--- src/rtl/mem_pkg.sv ---
// Shared definitions for the load/store sequencer and the downstream load extractor.
// Size encodings here must stay in sync with the extractor's decode.
package mem_pkg;

    localparam logic [2:0] SZ_B  = 3'b000;
    localparam logic [2:0] SZ_BU = 3'b001;
    localparam logic [2:0] SZ_H  = 3'b010;
    localparam logic [2:0] SZ_HU = 3'b011;
    localparam logic [2:0] SZ_W  = 3'b100;

    localparam int unsigned TimerW = 8;

    typedef enum logic [1:0] {
        StIdle,
        StBusy,
        StResp
    } state_e;

endpackage

--- src/rtl/lsu_store_align.sv ---
// Combinational store lane steering: byte enables, replicated write data and
// misalignment / illegal-size detection for one request.
module lsu_store_align
    import mem_pkg::*;
(
    input  logic [2:0]  size_i,
    input  logic [1:0]  addr_lo_i,
    input  logic [31:0] wdata_i,
    output logic [3:0]  be_o,
    output logic [31:0] wdata_rep_o,
    output logic        illegal_o
);

    always_comb begin
        be_o        = 4'b0000;
        wdata_rep_o = wdata_i;
        illegal_o   = 1'b0;
        case (size_i)
            SZ_B, SZ_BU: begin
                be_o        = 4'b0001 << addr_lo_i;
                wdata_rep_o = {4{wdata_i[7:0]}};
            end
            SZ_H, SZ_HU: begin
                be_o        = addr_lo_i[1] ? 4'b1100 : 4'b0011;
                wdata_rep_o = {2{wdata_i[15:0]}};
                illegal_o   = addr_lo_i[0];
            end
            SZ_W: begin
                be_o      = 4'b1111;
                illegal_o = (addr_lo_i != 2'b00);
            end
            default: begin
                illegal_o = 1'b1;
            end
        endcase
    end

endmodule

--- src/rtl/mem_access_ctrl.sv ---
// Load/store bus sequencer: accepts one request, drives a word-aligned bus access
// with ack timeout, and captures load data into the memory buffer register.
module mem_access_ctrl
    import mem_pkg::*;
#(
    parameter int unsigned TIMEOUT = 255
) (
    input  logic        clk,
    input  logic        reset,
    input  logic        req_valid,
    output logic        req_ready,
    input  logic        req_we,
    input  logic [31:0] req_addr,
    input  logic [31:0] req_wdata,
    input  logic [2:0]  req_size,
    output logic        mem_req,
    output logic        mem_we,
    output logic [31:0] mem_addr,
    output logic [3:0]  mem_be,
    output logic [31:0] mem_wdata,
    input  logic        mem_ack,
    input  logic [31:0] mem_rdata,
    output logic [31:0] mbr,
    output logic [31:0] delayed_addr,
    output logic [2:0]  size_q,
    output logic        done,
    output logic        err_align,
    output logic        err_bus
);

    localparam logic [TimerW-1:0] TimeoutCnt = TimerW'(TIMEOUT);

    state_e            state_q, state_d;
    logic [TimerW-1:0] timer_q, timer_d;
    logic [31:0]       mbr_q, mbr_d;
    logic [31:0]       addr_q, addr_d;
    logic [2:0]        size_d;
    logic              we_q, we_d;
    logic [3:0]        be_q, be_d;
    logic [31:0]       wdata_q, wdata_d;
    logic              err_align_q, err_align_d;
    logic              err_bus_q, err_bus_d;

    logic [3:0]        align_be;
    logic [31:0]       align_wdata;
    logic              align_illegal;

    lsu_store_align u_store_align (
        .size_i      (req_size),
        .addr_lo_i   (req_addr[1:0]),
        .wdata_i     (req_wdata),
        .be_o        (align_be),
        .wdata_rep_o (align_wdata),
        .illegal_o   (align_illegal)
    );

    always_comb begin
        state_d     = state_q;
        timer_d     = timer_q;
        mbr_d       = mbr_q;
        addr_d      = addr_q;
        size_d      = size_q;
        we_d        = we_q;
        be_d        = be_q;
        wdata_d     = wdata_q;
        err_align_d = err_align_q;
        err_bus_d   = err_bus_q;
        case (state_q)
            StIdle: begin
                if (req_valid) begin
                    addr_d      = req_addr;
                    size_d      = req_size;
                    we_d        = req_we;
                    be_d        = align_be;
                    wdata_d     = align_wdata;
                    timer_d     = '0;
                    err_align_d = align_illegal;
                    err_bus_d   = 1'b0;
                    state_d     = align_illegal ? StResp : StBusy;
                end
            end
            StBusy: begin
                // Ack has priority over a timeout landing in the same cycle.
                if (mem_ack) begin
                    if (!we_q) begin
                        mbr_d = mem_rdata;
                    end
                    state_d = StResp;
                end else if (timer_q == TimeoutCnt) begin
                    err_bus_d = 1'b1;
                    state_d   = StResp;
                end else begin
                    timer_d = timer_q + 1'b1;
                end
            end
            StResp: begin
                err_align_d = 1'b0;
                err_bus_d   = 1'b0;
                state_d     = StIdle;
            end
            default: begin
                state_d = StIdle;
            end
        endcase
    end

    always_ff @(posedge clk) begin
        if (reset) begin
            state_q     <= StIdle;
            timer_q     <= '0;
            mbr_q       <= '0;
            addr_q      <= '0;
            size_q      <= 3'b000;
            we_q        <= 1'b0;
            be_q        <= 4'b0000;
            wdata_q     <= '0;
            err_align_q <= 1'b0;
            err_bus_q   <= 1'b0;
        end else begin
            state_q     <= state_d;
            timer_q     <= timer_d;
            mbr_q       <= mbr_d;
            addr_q      <= addr_d;
            size_q      <= size_d;
            we_q        <= we_d;
            be_q        <= be_d;
            wdata_q     <= wdata_d;
            err_align_q <= err_align_d;
            err_bus_q   <= err_bus_d;
        end
    end

    assign req_ready    = (state_q == StIdle);
    assign mem_req      = (state_q == StBusy);
    assign mem_we       = mem_req & we_q;
    assign mem_be       = mem_req ? be_q : 4'b0000;
    assign mem_addr     = {addr_q[31:2], 2'b00};
    assign mem_wdata    = wdata_q;
    assign mbr          = mbr_q;
    assign delayed_addr = addr_q;
    assign done         = (state_q == StResp);
    assign err_align    = done & err_align_q;
    assign err_bus      = done & err_bus_q;

endmodule
--- config.mk ---
export PLATFORM = sky130hd
export DESIGN_NAME = mem_access_ctrl
export DESIGN_NICKNAME = d
export VERILOG_FILES = /design/src/rtl/mem_pkg.sv /design/src/rtl/lsu_store_align.sv /design/src/rtl/mem_access_ctrl.sv
export SDC_FILE = /design/constraint.sdc
export NUM_CORES = 1
export LEC_CHECK = 0
export BUFFER_PORTS_ARGS = -buffer_cell sky130_fd_sc_hd__buf_2
export CAP_MARGIN = 20
export CORE_MARGIN = 4
export CORE_UTILIZATION = 41
export DETAILED_ROUTE_END_ITERATION = 16
export GPL_TIMING_DRIVEN = 1
export PLACE_DENSITY = 0.74
export SLEW_MARGIN = 0
export SYNTH_ARGS = -nofsm -noshare
export SYNTH_HDL_FRONTEND = slang
export SYNTH_SLANG_ARGS = --single-unit
--- constraint.sdc ---
create_clock -name clk -period 1.4 [get_ports clk]
set_input_delay 0.07 -clock clk [delete_from_list [all_inputs] [get_ports clk]]
set_output_delay 0.07 -clock clk [all_outputs]
set_load 0.01 [all_outputs]
Word-level counts from Yosys, hierarchy flattened
Cells that the tools add are included.
{"block": "word_totals", "output_inout_bits": 141, "ramBits": 0, "mem_count": 0, "reg_bits": 116, "latchBits": 0, "mem_bits_ro": 0}
{"block": "op_classes", "shift": 1, "magnitude_cmp": 0, "div_mod_pow": 0, "reduce_logical": 14, "add_sub_neg": 1, "bitwise_logic": 4, "n_eq_ne": 12, "muxes": 20, "mul": 0}
{"cell": "32-bit case mux with 2 select lines", "count": 1}
{"cell": "8-bit two-way mux", "count": 3}
{"cell": "8-bit case mux with 2 select lines", "count": 1}
{"cell": "4-bit case mux with 3 select lines", "count": 1}
{"cell": "8-bit by 1-bit adder with 8-bit output (second input constant)", "count": 1}
{"cell": "8-bit equality test (second input constant)", "count": 1}
{"cell": "2-bit two-way mux", "count": 4}
{"cell": "4-bit two-way mux", "count": 2}
{"cell": "4-bit AND reduction", "count": 2}
{"cell": "3-bit by 2-bit equality test with 1-bit output (second input constant)", "count": 2}
{"cell": "2-bit != test (second input constant)", "count": 3}
{"cell": "1-bit case mux with 3 select lines", "count": 2}
{"cell": "2-bit AND reduction", "count": 3}
{"cell": "2-bit nonzero test", "count": 3}
{"cell": "1-bit two-way mux", "count": 4}
{"cell": "2-bit case mux with 2 select lines", "count": 1}
{"cell": "2-bit OR reduction", "count": 2}
{"cell": "1-bit by 2-bit left shift with 4-bit output (first input constant)", "count": 1}
{"cell": "1-bit AND", "count": 3}
{"cell": "3-bit by 1-bit equality test with 1-bit output (second input constant)", "count": 1}
{"cell": "3-bit equality test (second input constant)", "count": 1}
{"cell": "3-bit logical NOT", "count": 1}
{"cell": "3-bit by 1-bit != test with 1-bit output (second input constant)", "count": 1}
{"cell": "3-bit AND reduction", "count": 1}
{"cell": "7 further kinds", "count": 7}

Depth between registers and ports, before layout
Gate-level depths: netlist (run 1).
{"block": "logic_depth", "ltp_word": 6, "mapped_depth": 7, "depth_no_buf": 5}

Hierarchy
Synthesis (run 1) repeated with hierarchy kept, for this count alone.
{"block": "hier_totals", "hier_cells": 635, "area_unflattened_um2": 5011.1}
{"mod": "mem_access_ctrl", "seq_area_each_um2": 2322.2, "instances": 1, "cells_each": 571, "area_per_inst_um2": 4486.8}
{"mod": "lsu_store_align", "seq_area_each_um2": 0.0, "instances": 1, "cells_each": 64, "area_per_inst_um2": 524.3}

Least setup slack after synthesis (run 1)
OpenSTA, ideal clock, no wires.
{"block": "synth_path", "path_type": "reg-to-reg", "start": "reg timer_q[0]", "end": "reg timer_q[0]", "stages_incl_launch_ff": 6, "n_path_buf": 0, "setup_time_ns": 0.122, "period_less_slack_ns": 1.464, "arrival_time_ns": 1.343, "t_required_ns": 1.278, "path_slack_ns": -0.064, "path_cell_list": "dfxtp_1 ha_1 and3_1 a21oi_1 nor3_1 a221o_1"}
{"block": "synth_via", "elab_chain_cells": 4, "elab_cells_between_ends": 7, "cone_classes": "1 x add/sub; 2 x eq/ne; 3 x mux; 1 x reduce/logical"}
{"item": "from (decl)", "line_no": "mem_access_ctrl.sv:34", "source": "logic [TimerW-1:0] timer_q, timer_d;"}
{"item": "from (signal assigned)", "line_no": "mem_access_ctrl.sv:121", "source": "timer_q <= timer_d;"}
{"item": "8-bit by 1-bit adder with 8-bit output", "line_no": "mem_access_ctrl.sv:93", "source": "timer_d = timer_q + 1'b1;"}
{"item": "8-bit two-way mux", "line_no": "mem_access_ctrl.sv:89", "source": "end else if (timer_q == TimeoutCnt) begin"}
{"item": "8-bit two-way mux", "line_no": "mem_access_ctrl.sv:84", "source": "if (mem_ack) begin"}
{"item": "8-bit case mux with 2 select lines", "line_no": "mem_access_ctrl.sv:68", "source": "case (state_q)"}
Parallel ways exist; a longest one is shown, timed or not. The select of a mux whose other input is x is not followed.
A chain may end at the register's enable or synchronous reset.

Final worst setup path (run 1)
{"block": "layout_path", "start": "reg state_q[0]", "end": "reg wdata_q[23] (netlist: mem_wdata[23])"}
{"block": "layout_via", "elab_chain_cells": 2}
{"item": "from (decl)", "line_no": "mem_access_ctrl.sv:33", "source": "state_e state_q, state_d;"}
{"item": "from (signal assigned)", "line_no": "mem_access_ctrl.sv:109", "source": "state_q <= StIdle;"}
{"item": "from (signal assigned)", "line_no": "mem_access_ctrl.sv:120", "source": "state_q <= state_d;"}
{"item": "2-bit logical NOT", "line_no": "mem_access_ctrl.sv:68"}
{"item": "2-bit AND reduction (no line)"}
{"item": "to (signal assigned)", "line_no": "mem_access_ctrl.sv:127", "source": "wdata_q <= wdata_d;"}
{"item": "to (decl)", "line_no": "mem_access_ctrl.sv:40", "source": "logic [31:0] wdata_q, wdata_d;"}
No other way between the ends.

==> results of run 1 <==
==> critical path, stage by stage, from the launching register on <==
cell and delay [ps]:
dfxtp_4 360, buf_4 140, nor3b_2 200, buf_6 190, buf_16 210, nor2_2 50
a211oi_1 230
==> kinds of logic (layout without fill, tap and decap cells) <==
group                    after synthesis  count (layout)  share of synthesized area [%]
buffers and inverters                 81             406                          10.03
flip-flops                           116             116                          47.00
multiplexers                          17              17                          3.444
adder cells (fa/ha/maj)                1               1                         0.2532
AND/OR/NAND/NOR                      259             259                          22.31
AO/OA/AOI/OAI                        146             147                          16.89
other                                  1               2                        0.07590
==> power by group <==
group,internal (mW),switching [mW],leakage (nW),total [mW]
registers,3.49,0.122,0.951,3.61
logic,0.785,0.837,2.45,1.62
clock network,2.97,1.48,0.295,4.45
total,7.25,2.43,3.70,9.68
==> layer usage <==
metal  routed length, microns  vias up  GRT usage, %
li1                         -     2678             -
met1                     6947     2622         26.86
met2                     9414      320         41.72
met3                     1736       44         8.169
met4                      535        0         10.55
met5                        0        -             0
==> synthesized netlist by cell type, types with 2 or more instances <==
library cell  count
nand2_1         194
dfxtp_1         116
a21oi_1          93
buf_4            39
nor2_1           27
o21ai_0          25
buf_2            18
mux2i_1          17
clkbuf_1         15
a211oi_1         13
a311oi_1          8
or3_1             6
and2_1            5
inv_1             5
nor3_1            4
and3_1            3
buf_6             3
nand4_1           3
a32oi_1           2
and4_1            2
nand2b_1          2
nand3_1           2
nor2b_1           2
==> flip-flops by register name, indices dropped and copies added (netlist names) <==
register      flops
size_q            3
timer_q           8
be_q              4
delayed_addr     32
err_bus_q         1
we_q              1
mem_wdata        32
state_q           2
err_align_q       1
mbr              32
==> how the worst min path moves through the flow <==
stage / slack, ps / cells past startpoint / to / startpoint
floorplan: 210 / 2 / delayed_addr[0] / req_addr[0]
global placement: 310 / 3 / delayed_addr[17] / req_addr[17]
detailed placement: 320 / 3 / delayed_addr[12] / req_addr[12]
CTS: 2 / 3 / mem_wdata[20] / req_wdata[20]
global route: 10 / 3 / mem_wdata[20] / req_wdata[20]
finish: 20 / 3 / mem_wdata[20] / req_wdata[20]
==> layout make-up <==
type	instances	area (sq um)	area share, %
tap	143	178.9	2.217
multi-input combinational	426	2305	28.55
clock inverter	8	123.9	1.535
timing repair buffer	370	2618	32.43
sequential	116	2332	28.89
clock buffer	23	488.0	6.046
inverter	5	26.28	0.3255
==> metrics by stage <==
stage / setup TNS (ps) / hold slack, ps / std cells / worst slack [ps]
6_report: -1507 / 19.58 / 1091 / -83.29
5_1_grt: -7081 / 11.41 / 1091 / -146.9
3_3_place_gp: -0.7612 / 310.7 / 958 / -0.7612
2_1_floorplan: 0 / 206.0 / 622 / 14.51
3_5_place_dp: -46.15 / 316.0 / 958 / -24.94
4_1_cts: -1366 / 1.545 / 1077 / -58.12
==> what timing repair did <==
| action | 4_1_cts | 5_1_grt |
|---|---|---|
| endpoints found under the hold margin | 86 | 0 |
| cloned | 1 | 7 |
| setup endpoints to repair | 14 | 110 |
| buffers inserted | 3 | 7 |
| resized for setup | 12 | 49 |
| pin swaps | 7 | 18 |
| hold buffers | 85 | 0 |
==> cells in the final DEF (no fill, tap or decap), types with 5 or more instances in the layout <==
cell,instances
mux2i_1,17
buf_4,24
and2_1,5
o21ai_0,22
a211oi_1,12
buf_6,6
a311oi_1,8
a21oi_2,22
clkbuf_16,23
nand2_1,187
nand2_2,7
buf_2,241
dfxtp_1,112
buf_12,6
dlygate4sd3_1,85
nor2_1,24
a21oi_1,72
==> results.md, run 1 <==
- Tmin final: 1483 ps
- Antenna viol nets, final: 0
- Pwr/cell area: 1199 nW/um^2
- GRT overflow: 0
- Final WL: 18630 microns
- Antenna diodes: 0
- LEAKAGE: 3.696 nW
- RSZ-0062 raised after global routing: true
- DR iter-0 viols: 358
- Die X-Extent: 117.8 microns
- Share of post-route cells with drive strength above 1: 39.03%
- IR drop worst, VDD: 0.8161 mV
- Io pins: 245
- Worst r2r dst: mem_wdata[23]
- Ys flop type: dfxtp_1
- Drc violations: 0
- Cell taking the most area after synthesis: dfxtp_1
- Post-Synthesis Cells: 621
- Maximum buffer depth of the clock tree: 2
- Worst Clk Skew: 7.439 ps
- Die Area: 13870 sq um
- # rows: 39
- DR pass1 iterations: 5
- Global-route wire length before repair: 27290 microns
- EDFF count, synth: 0
- Status: complete, but fails checks
- Total power: 9.682 mW
- Die Y: 117.8 microns
- P&R area growth vs syn: 63.36%
- Vias in the first global route: 5339
- Detailed-placement wirelength estimate: 10790 microns
- Largest fanout on the critical path: 37
- Yosys reg bits: 116
- Via-to-Cell Ratio: 5.192
- Yosys cell types: 40
- Worst endpoint data arrival time: 1790 ps
- Port bufs: 242
- Critical path capture point type: flop
- Final hold vios: 0
- Tcrit/Tclk final: 105.9%
- Reg2reg path depth: 6
- NumNets Final: 1041
- Post-synthesis cell area: 4941 sq um
- Root buffer cell: clkbuf_16
- Critical path class: reg2reg
- CP startpoint: state_q[0]
- CP endpoint: mem_wdata[23]
- Synth async-reset ratio: 0%
- Reg-to-Reg Start: state_q[0]
- Post-synthesis sequential area ratio: 47.00%
- All-Layer GR Usage: 24.11%
- CTS tree: built
- Synth area leaders: dfxtp_1, nand2_1, a21oi_1, buf_4, mux2i_1
- Final Cell Area: 8071 sq um
- Filler cells: 868
- YS warnings: 0
- Worst-path clk slew: 50 ps
- WP data required: 1710 ps
- Wire per inst: 17.08 microns
- Core Box Area: 11610 sq um
- CTS buffer count: 17
- Syn Area/Cell: 7.957 sq um
- Failing checks: negative setup slack
- Initial Utilization: 42.54%
- Max_cap viols: 0
- CTS Sinks: 116
- DR vias: 5664
- Initial antenna violation count: 0
- Dpl cell area: 6160 sq um
- Top cell type's share of synthesized area: 47.00%
- FF-to-FF setup slack: -80 ps
- Largest net degree at the start of global routing: 55
- Final setup fails: 53
- Clk_lat worst skew: 410 ps
- Fmax: 674.2 MHz
- Routability cong.: 0.8493
- Worst Hold Class: in2reg
- Final slew viol count: 0
- H-tree depth: 4
- Fin worst setup slack: -83.29 ps
- Startpoint class of the critical path: flop
- Core Util, Final: 69.50%
Note: power is estimated with default switching activity, not from simulation.
==> run 2, diff against run 1 <==
--- a/config.mk
+++ b/config.mk
@@ -5,13 +5,13 @@
 export SDC_FILE = /design/constraint.sdc
 export NUM_CORES = 1
 export LEC_CHECK = 0
-export BUFFER_PORTS_ARGS = -buffer_cell sky130_fd_sc_hd__buf_2
 export CAP_MARGIN = 20
 export CORE_MARGIN = 4
-export CORE_UTILIZATION = 41
+export CORE_UTILIZATION = 55
 export DETAILED_ROUTE_END_ITERATION = 16
+export DONT_BUFFER_PORTS = 1
 export GPL_TIMING_DRIVEN = 1
-export PLACE_DENSITY = 0.74
+export PLACE_DENSITY = 0.77
 export SLEW_MARGIN = 0
 export SYNTH_ARGS = -nofsm -noshare
 export SYNTH_HDL_FRONTEND = slang
==> results.md, run 2 (same netlist as run 1, synthesis figures left out) <==
- Combinational share of power: 12.0%
- Flop pwr share: 41.7%
- Fmax: 670.4 MHz
- Final WL: 16000 microns
- Die Area: 10560 sq um
- H-tree depth: 4
- Tmin final: 1492 ps
- Vias in the first global route: 3950
- DR iter-0 viols: 225
- Worst endpoint data arrival time: 1890 ps
- Clk_lat worst skew: 500 ps
- RSZ-0062 raised after global routing: true
- DR vias: 4479
- Cells along the critical path: buf_4 -> or3b_4 -> clkbuf_16 -> nand2_1 -> a21oi_2
- WP data required: 1800 ps
- Drc violations: 0
- Pwr/cell area: 1384 nW/um^2
- All-Layer GR Usage: 24.15%
- CTS Sinks: 116
- Share of post-route cells with drive strength above 1: 34.49%
- Io pins: 245
- # rows: 34
- Maximum buffer depth of the clock tree: 2
- Sw Share: 26.69%
- Family with the most delay on the worst path: simple AND/OR/NAND/NOR gates
- Wire per inst: 21.62 microns
- Antenna viol nets, final: 0
- Pre-CTS setup slack: -61.95 ps
- Fin worst setup slack: -91.68 ps
- Hold Slack: -357.3 ps
- Status: complete, but fails checks
- Startpoint class of the critical path: flop
- Critical path class: reg2reg
- Relative slew margins: 61.17%
- Detailed-placement wirelength estimate: 9102 microns
- Largest fanout on the critical path: 9
- GRT overflow: 0
- Root buffer cell: clkbuf_8
- Worst Clk Skew: 9.690 ps
- Largest net degree at the start of global routing: 116
- Delay of the slowest critical-path stage: 500 ps
- Worst Hold Class: in2reg
- Commonest non-fill, non-tap cell in the layout: nand2_1
- FF+latch area: 2336 sq um
- Antenna diodes: 0
- IR drop worst, VDD: 0.8929 mV
- Worst-path clk slew: 60 ps
- Failing checks: negative hold slack, negative setup slack
- Port bufs: 0
- Global-route wire length before repair: 19920 microns
- Die Y: 102.8 microns
- Final setup fails: 89
- Critical path capture point type: flop
- Routability cong.: 0.8883
- Slowest-stage cell, CP: or3b_4
- Filler cells: 643
- Core Box Area: 8721 sq um
- DR pass1 iterations: 5
- Worst path buffer plus inverter count: 2
- Tcrit/Tclk final: 106.5%
- Final hold vios: 116
- LEAKAGE: 2.432 nW
- Int Pwr: 6.626 mW
- Initial antenna violation count: 0
- Final slew viol count: 0
- CTS buffer count: 17
- Max_cap viols: 0
- Multi-input gate area: 2709 sq um
- P&R area growth vs syn: 32.19%
- Die X-Extent: 102.8 microns
- CTS tree: built
- NumNets Final: 724
- Psw: 2.412 mW
- Via-to-Cell Ratio: 6.053
- Actual slew at the worst max-slew pin: 580.3 ps
- Clock power frac: 46.3%
- Most frequent cells in the layout: nand2_1, dfxtp_1, a21oi_1
- Initial Utilization: 56.66%
- Core Util, Final: 74.89%
run 2: changes by cell type in the layout (fill, tap and decap cells not counted), moves of 11 or more:
cell	change
dlygate4sd3_1	-85
buf_2	-241
nand2_2	+11
a21oi_1	-20
nand2_1	-30
nand2_4	+19
a21oi_2	+17
run 2: area by class of cell:
cell class              count  share of cell area [%]
repair buffers             52                   11.48
clock buffers              18                   6.552
inverters                   5                  0.3257
clock inverters            14                   2.337
multi-input cells         427                   41.48
flip-flops and latches    116                   35.77
well taps                 108                   2.069
run 2: metal layers:
metal  up-vias  track usage (%)  share of wire (%)
li1       2058                -                  -
met1      2136            26.78                 35
met2       252            41.61                 53
met3        33            10.42                 10
met4         0            8.167                1.9
met5         -                0                  0
run 2: stage by stage:
| stage | instance area (sq um) | TNS [ps] | power, mW | instances |
|---|---|---|---|---|
| 3_5_place_dp | 4810 | -1086 | 4.435 | 672 |
| 4_1_cts | 5593 | -396.3 | 8.681 | 717 |
| 3_3_place_gp | 4810 | -43.64 | 4.408 | 672 |
| 6_report | 6531 | -3700 | 9.038 | 740 |
| 5_1_grt | 6531 | -9706 | 9.387 | 740 |
| 2_1_floorplan | 4949 | 0 | 4.397 | 622 |
run 2: power groups by stage:
stage | Combinational, mW | Clock [mW] | Sequential (mW)
floorplan | 0.665 | 0 | 3.73
global placement | 0.580 | 0 | 3.83
detailed placement | 0.603 | 0 | 3.83
CTS | 0.688 | 4.23 | 3.76
global route | 1.17 | 4.42 | 3.80
finish | 1.09 | 4.18 | 3.77
run 2: worst paths after layout:
path                from          endpoint  slack, ps  cells past startpoint
max reg2reg   state_q[0]  delayed_addr[14]        -90                      5
max           state_q[0]  delayed_addr[14]        -90                      5
min                reset        state_q[1]       -360                      1
min reg2reg  err_align_q       err_align_q        460                      2
run 2: what timing repair did:
action                                 in CTS  in global routing
endpoints found under the hold margin     116                116
setup endpoints to repair                  74                115
setup buffers                              11                  6
pin swaps                                  16                 70
gates resized for setup                    25                152
cloned                                      2                 17
==> run 3, diff against run 2 <==
--- a/config.mk
+++ b/config.mk
@@ -6,12 +6,14 @@
 export NUM_CORES = 1
 export LEC_CHECK = 0
 export CAP_MARGIN = 20
+export CELL_PAD_IN_SITES_DETAIL_PLACEMENT = 1
+export CELL_PAD_IN_SITES_GLOBAL_PLACEMENT = 2
 export CORE_MARGIN = 4
-export CORE_UTILIZATION = 55
+export CORE_UTILIZATION = 30
 export DETAILED_ROUTE_END_ITERATION = 16
 export DONT_BUFFER_PORTS = 1
 export GPL_TIMING_DRIVEN = 1
-export PLACE_DENSITY = 0.77
+export PLACE_DENSITY_LB_ADDON = 0.1
 export SLEW_MARGIN = 0
 export SYNTH_ARGS = -nofsm -noshare
 export SYNTH_HDL_FRONTEND = slang
==> results.md, run 3 (same netlist as run 1, synthesis figures left out) <==
- Status: complete, but fails checks
- Failing checks: negative hold slack
- CTS buffer count: 17
- Met1 Usage GRT: 17.88%
- Tcrit/Tclk final: 99.81%
- Largest net degree at the start of global routing: 116
- Final hold vios: 110
- Maximum buffer depth of the clock tree: 2
- Sw Share: 23.98%
- Final WL: 15530 microns
- DR vias: 4133
- Critical path class: reg2out
- Clock power frac: 49.5%
- Detailed-placement wirelength estimate: 10920 microns
- Antenna viol nets, final: 0
- Clk_lat worst skew: 400 ps
- Via-to-Cell Ratio: 4.998
- GRT overflow: 0
- # rows: 46
- Vias in the first global route: 4313
- Max_cap viols: 0
- Share of post-route cells with drive strength above 1: 17.35%
- Dpl cell area: 5022 sq um
- NumNets Final: 704
- Routability cong.: 0.7763
- Die X-Extent: 136.3 microns
- P&R area growth vs syn: 18.92%
- Commonest non-fill, non-tap cell in the layout: nand2_1
- Grt met2 use: 27.19%
- Combinational share of power: 7.9%
- Drc violations: 0
- Busiest layer in global routing: met2
- Worst endpoint data arrival time: 1330 ps
- Largest fanout on the critical path: 8
- Final Cell Area: 5876 sq um
- Final slew viol count: 0
- DR pass1 iterations: 4
- Fmax: 715.6 MHz
- All-Layer GR Usage: 16.23%
- Critical path capture point type: output port
- Root buffer cell: clkbuf_16
- Initial antenna violation count: 0
- Die Area: 18590 sq um
- Startpoint class of the critical path: flop
- Grt met3 use: 8.512%
- Core Util, Final: 36.72%
- Most frequent cells in the layout: nand2_1, dfxtp_1, a21oi_1
- Io pins: 245
- LEAKAGE: 2.140 nW
- Tmin final: 1397 ps
- H-tree depth: 4
- Global-route wire length before repair: 23490 microns
- Psw: 2.119 mW
- Port bufs: 0
- IR drop worst, VDD: 0.8184 mV
- Wire per inst: 18.78 microns
- Core Box Area: 16000 sq um
- CTS tree: built
- RSZ-0062 raised after global routing: true
- Die Y: 136.3 microns
- Antenna diodes: 0
- Hold Slack: -227.5 ps
- Pwr/cell area: 1504 nW/um^2
- Total power: 8.838 mW
- Worst Hold Class: in2reg
- Worst Clk Skew: 5.920 ps
- DR iter-0 viols: 136
- Flop pwr share: 42.5%
- CTS Sinks: 116
- Initial Utilization: 30.88%
- Final setup fails: 0
- Worst-path clk slew: 50 ps
- Int Pwr: 6.719 mW
- WP data required: 1330 ps
==> run 3: per-layer routing <==
metal	share of wire (%)	wire, microns
met2	50	7731
met3	9.9	1544
met1	39	6061
met4	1.3	196
met5	0	0
==> run 3: path summary, 6_finish.rpt <==
path	depth (start not counted)	start	slack (ps)	endpoint
worst max register to register	5	timer_q[1]	40	timer_q[0]
worst min-delay path	1	reset	-230	mem_wdata[17]
worst min register to register	2	err_align_q	480	err_align_q
worst max-delay path	5	state_q[0]	3	mem_be[0]
==> run 3: final cells by class <==
class                   count  area, sq um
fillers                  1886        10120
flip-flops and latches    116         2336
multi-input cells         425         2223
clock buffers              20        466.7
repair buffers             34        425.4
well taps                 216        270.3
clock inverters            11        132.6
inverters                   5        21.27
==> run 3: repair_timing <==
action                                 4_1_cts  5_1_grt
endpoints found under the hold margin      113      111
resized for setup                           14       32
setup endpoints to repair                   48       43
setup buffers                                2        5
cloned                                       0        2
pin swaps                                    9       11
==> run 3: power groups by stage <==
stage	Combinational (mW)	Sequential, mW	Clock (mW)
2_1_floorplan	0.665	3.73	0
3_3_place_gp	0.642	3.83	0
3_5_place_dp	0.667	3.84	0
4_1_cts	0.681	3.77	4.52
5_1_grt	0.798	3.79	4.69
6_report	0.702	3.76	4.38
==> run 3: critical path, stage by stage (launching register included) <==
cell      delay [ps]
dfxtp_4          380
buf_6            110
nand2b_4          70
inv_4             60
buf_8            130
and2_4           170
==> run 3: per-stage QoR <==
| stage | setup slack [ps] | std cells | TNS (ps) |
|---|---|---|---|
| finish | 2.620 | 827 | 0 |
| global route | -76.63 | 827 | -1986 |
| CTS | -48.96 | 820 | -223.8 |
| detailed placement | -79.12 | 787 | -2046 |
| global placement | 2.521 | 787 | 0 |
| floorplan | 14.51 | 622 | 0 |
